==> src/rtl/mem_access_ctrl.sv <==
// Initiator-side controller for the 16x16 word RAM.
// Single/burst reads and writes with per-beat hold windows for the RAM clock.
module mem_access_ctrl #(
  parameter int DATA_W = 16,
  parameter int ADDR_W = 4,
  parameter int HOLD   = 3
) (
  input  logic              clk,
  input  logic              rst,
  input  logic              req,
  input  logic              req_rw,
  input  logic [ADDR_W-1:0] req_addr,
  input  logic [ADDR_W-1:0] req_len,
  output logic              busy,
  output logic              done,
  input  logic [DATA_W-1:0] wr_data,
  input  logic              wr_valid,
  output logic              wr_ready,
  output logic [DATA_W-1:0] rd_data,
  output logic              rd_valid,
  output logic              mem_en,
  output logic              mem_rw,
  output logic [ADDR_W-1:0] mem_addr,
  output logic [DATA_W-1:0] mem_a,
  input  logic [DATA_W-1:0] mem_q
);

  localparam int HW = (HOLD > 1) ? $clog2(HOLD) : 1;
  localparam logic [HW-1:0] HOLD_LAST = HW'(HOLD - 1);

  typedef enum logic [2:0] {
    S_IDLE,
    S_WDATA,
    S_ISSUE,
    S_CAPT,
    S_DONE
  } state_e;

  state_e            state_q, state_d;
  logic              rw_q, rw_d;
  logic [ADDR_W-1:0] addr_q, addr_d;
  logic [ADDR_W-1:0] cnt_q, cnt_d;
  logic [HW-1:0]     hold_q, hold_d;
  logic [DATA_W-1:0] a_q, a_d;
  logic [DATA_W-1:0] rdat_q, rdat_d;
  logic              en_q, en_d;
  logic              wrdy_q, wrdy_d;
  logic              rval_q, rval_d;
  logic              done_q, done_d;
  logic              busy_q, busy_d;

  always_comb begin
    state_d = state_q;
    rw_d    = rw_q;
    addr_d  = addr_q;
    cnt_d   = cnt_q;
    hold_d  = hold_q;
    a_d     = a_q;
    rdat_d  = rdat_q;
    unique case (state_q)
      S_IDLE: begin
        if (req) begin
          rw_d    = req_rw;
          addr_d  = req_addr;
          cnt_d   = req_len;
          hold_d  = '0;
          state_d = req_rw ? S_ISSUE : S_WDATA;
        end
      end
      S_WDATA: begin
        if (wr_valid) begin
          a_d     = wr_data;
          hold_d  = '0;
          state_d = S_ISSUE;
        end
      end
      S_ISSUE: begin
        if (hold_q == HOLD_LAST) begin
          if (rw_q) begin
            rdat_d  = mem_q;
            state_d = S_CAPT;
          end else if (cnt_q == '0) begin
            state_d = S_DONE;
          end else begin
            addr_d  = addr_q + 1'b1;
            cnt_d   = cnt_q - 1'b1;
            state_d = S_WDATA;
          end
        end else begin
          hold_d = hold_q + 1'b1;
        end
      end
      S_CAPT: begin
        if (cnt_q == '0) begin
          state_d = S_DONE;
        end else begin
          addr_d  = addr_q + 1'b1;
          cnt_d   = cnt_q - 1'b1;
          hold_d  = '0;
          state_d = S_ISSUE;
        end
      end
      S_DONE: state_d = S_IDLE;
      default: state_d = S_IDLE;
    endcase
    // Strobes are decoded from the next state so they leave a flop.
    en_d   = (state_d == S_ISSUE);
    wrdy_d = (state_d == S_WDATA);
    rval_d = (state_d == S_CAPT);
    done_d = (state_d == S_DONE);
    busy_d = (state_d != S_IDLE);
  end

  always_ff @(posedge clk or posedge rst) begin
    if (rst) begin
      state_q <= S_IDLE;
      rw_q    <= 1'b1;
      addr_q  <= '0;
      cnt_q   <= '0;
      hold_q  <= '0;
      a_q     <= '0;
      rdat_q  <= '0;
      en_q    <= 1'b0;
      wrdy_q  <= 1'b0;
      rval_q  <= 1'b0;
      done_q  <= 1'b0;
      busy_q  <= 1'b0;
    end else begin
      state_q <= state_d;
      rw_q    <= rw_d;
      addr_q  <= addr_d;
      cnt_q   <= cnt_d;
      hold_q  <= hold_d;
      a_q     <= a_d;
      rdat_q  <= rdat_d;
      en_q    <= en_d;
      wrdy_q  <= wrdy_d;
      rval_q  <= rval_d;
      done_q  <= done_d;
      busy_q  <= busy_d;
    end
  end

  assign busy     = busy_q;
  assign done     = done_q;
  assign wr_ready = wrdy_q;
  assign rd_data  = rdat_q;
  assign rd_valid = rval_q;
  assign mem_en   = en_q;
  assign mem_rw   = rw_q;
  assign mem_addr = addr_q;
  assign mem_a    = a_q;

endmodule

==> config.mk <==
export PLATFORM = sky130hd
export DESIGN_NAME = mem_access_ctrl
export DESIGN_NICKNAME = d
export VERILOG_FILES = /design/src/rtl/mem_access_ctrl.sv
export SDC_FILE = /design/constraint.sdc
export NUM_CORES = 1
export LEC_CHECK = 0
export BUFFER_PORTS_ARGS = -buffer_cell sky130_fd_sc_hd__buf_4
export CORE_MARGIN = 4
export CORE_UTILIZATION = 50
export DETAILED_ROUTE_END_ITERATION = 10
export PLACE_DENSITY = 0.86
export SYNTH_ARGS = -nofsm -noshare
export SYNTH_HDL_FRONTEND = slang
export SYNTH_SLANG_ARGS = --single-unit
==> constraint.sdc <==
create_clock -name clk -period 3.2 [get_ports clk]
set_clock_uncertainty 0.15 [all_clocks]
set_input_delay 0.8 -clock clk [delete_from_list [all_inputs] [get_ports clk]]
set_output_delay 0.8 -clock clk [all_outputs]
set_load 0.1 [all_outputs]
==> impl_metrics.json <==
{
  "start_kind": "flop",
  "dp.cells": 308,
  "relSlewSlack_pct": 22.6,
  "clk_latency_ns": 0.30,
  "dpl_cell_area_um2": 2910,
  "worstPathMaxFanout": 11,
  "synth_area_per_cell_um2": 12.8,
  "slowest_delay_ns": 0.95,
  "critPathKind": "flop to flop",
  "fin_setup_tns_ns": 0,
  "drt_iter0_drc": 98,
  "grt-ovfl-total": 0,
  "syn_inst": 176,
  "grt_pass1_vias": 1704,
  "initial_core_util_pct": 51.8,
  "cp_data_required_time_ns": 3.26,
  "dieArea_um2": 5640,
  "place_hpwl_um": 4150,
  "holdBufCountCts": 0,
  "final.min_clock_period_ns": 2.50,
  "cts_buffer_depth": 2,
  "synth-edff-count": 0,
  "cts_setup_buffers": 0,
  "die_y_um": 75.1,
  "grt_max_degree": 35,
  "tritoncts": "built",
  "wl_per_cell_um": 17.1,
  "post-route-drc-count": 0,
  "cts.sinks": 51,
  "holdCritPathClass": "input pin to asynchronous set/reset pin",
  "max_freq_ghz": 0.401,
  "tightest_slew_ns": 1.15,
  "grt_first_pass_wirelength_um": 8310,
  "cts-root-buf": "clkbuf_8",
  "core_region_area_um2": 4350,
  "setup_viol": 0,
  "whs_ns": 0.317,
  "yosys_most_used_dff": "dfrtp_1",
  "maxCapViolCount": 0,
  "syn_nets": 224,
  "crit_top_cell": "a211oi_1",
  "r2r_slack_ns": 0.70,
  "arrival_ns": 2.56,
  "rsz0062_at_grt": "false",
  "cp_cell_sequence": "inv_1 > ha_1 > nor3b_1 > a211oi_1 > a211oi_1 > a311oi_1",
  "antenna_found_initial": 0,
  "fin_crit_sh_pct": 78.0,
  "hold_viol": 0,
  "async_flop_share_pct": 100,
  "mostFrequentLayoutCell": "buf_4",
  "status": "finished, final reports clean",
  "clkTransAtPathRegs_ns": 0.10,
  "routabilityCongestion": 0.766,
  "syn_to_final_growth_pct": 35.2,
  "ys_warn_count": 0,
  "io_pins": 87,
  "vias": 1659,
  "fin_cells": 316,
  "ys_seq_area_share_pct": 56.7,
  "cts_buffers": 5,
  "htree_levels": 2,
  "final_area_um2": 3050,
  "ys_types": 36,
  "fin_nets": 311,
  "layout_common_cells": "buf_4 (88), dfrtp_1 (50), mux2_2 (23)",
  "grt_usage_pct": 19.9,
  "slowest_stage": "a211oi_1",
  "maxSlewViolCount": 0,
  "vias_per_cell": 5.25,
  "endpoint_kind": "flop",
  "drive_above_1_share_pct": 51.5,
  "firstDrtPassIters": 4,
  "diodes": 0,
  "wirelength_um": 5420,
  "die_w_um": 75.1,
  "io_buffers": 86,
  "netlist_area_um2": 2250,
  "synth_seq_cells": 51,
  "cts.repair.resized": 0,
  "postRouteAntennaNets": 0,
  "num_rows": 24
}
kinds of logic after synthesis:
family	after synthesis	share of synthesized area [%]
and+or+nand+nor	45	11.1
adders and majority gates	3	1.67
AOI/OAI and AO/OA	28	8.50
buffers and inverters	17	4.55
muxes	32	17.5
DFF	51	56.7
synth_stat cells (2+ instances only):
cell / number / area [um^2]
a211oi_1: 5 / 37.5
a21oi_1: 5 / 25.0
a311oi_1: 5 / 43.8
and2_1: 4 / 25.0
buf_2: 3 / 15.0
buf_6: 2 / 22.5
dfrtp_1: 50 / 1250
ha_1: 3 / 37.5
inv_1: 9 / 33.8
mux2_2: 23 / 259
mux2_4: 9 / 135
nand2_1: 7 / 26.3
nand2b_1: 5 / 31.3
nor2_1: 9 / 33.8
nor2b_1: 3 / 18.8
nor3_1: 6 / 30.0
nor3b_1: 2 / 15.0
o21ai_0: 5 / 25.0
o22ai_1: 2 / 12.5
o31ai_1: 2 / 15.0
or3_2: 2 / 15.0
routing by layer:
| layer | wire length [um] | GRT usage (%) | vias up |
|---|---|---|---|
| met5 | 0 | 0 | - |
| met4 | 51 | 4.66 | 0 |
| met3 | 525 | 5.61 | 5 |
| met2 | 2550 | 34.0 | 66 |
| met1 | 2300 | 25.3 | 791 |
| li1 | - | - | 797 |
area by class of cell:
class,instances,area (um^2)
Timing Repair Buffer,88,661
Clock buffer,5,68.8
Tap cell,52,65.1
Clock inverter,3,67.6
Sequential cell,51,1280
Fill cell,322,1310
Inverter,9,33.8
Multi-Input combinational cell,108,873
through the flow:
step,util (%),setup WS [ns]
4_1_cts,70.0,0.680
6_report,70.0,0.704
3_5_place_dp,66.8,0.694
2_1_floorplan,-,1.01
5_1_grt,70.0,0.446
3_3_place_gp,66.8,0.807
sequential cells by signal, summed over array words and instances (netlist names):
register,flops
rd_valid,1
rd_data,16
state_q,3
wr_ready,1
busy,1
mem_addr,4
mem_en,1
cnt_q,4
done,1
hold_q,2
mem_rw,1
mem_a,16
path summary, 6_finish.rpt:
| check | startpoint | end | depth (start not counted) |
|---|---|---|---|
| max reg2reg | cnt_q[0] | mem_addr[3] | 6 |
| min in group clk | mem_addr[3] | mem_addr[3] | 1 |
| max in group asynchronous | rst | mem_rw | 3 |
| min | rst | rd_data[4] | 2 |
| max | cnt_q[0] | mem_addr[3] | 6 |
| min reg2reg | mem_addr[3] | mem_addr[3] | 1 |
worst max-delay path: cells and delay by family, from the launching register on:
kind                       cells  cell delay (ns)
DFF                            1             0.40
and+or+nand+nor                1             0.17
AOI/OAI and AO/OA              3             1.41
buffers and inverters          1             0.06
adders and majority gates      1             0.22
Power is left out: the tool's default activity adds up to more than one toggle a clock period on the data nets, which glitch-free logic cannot reach.
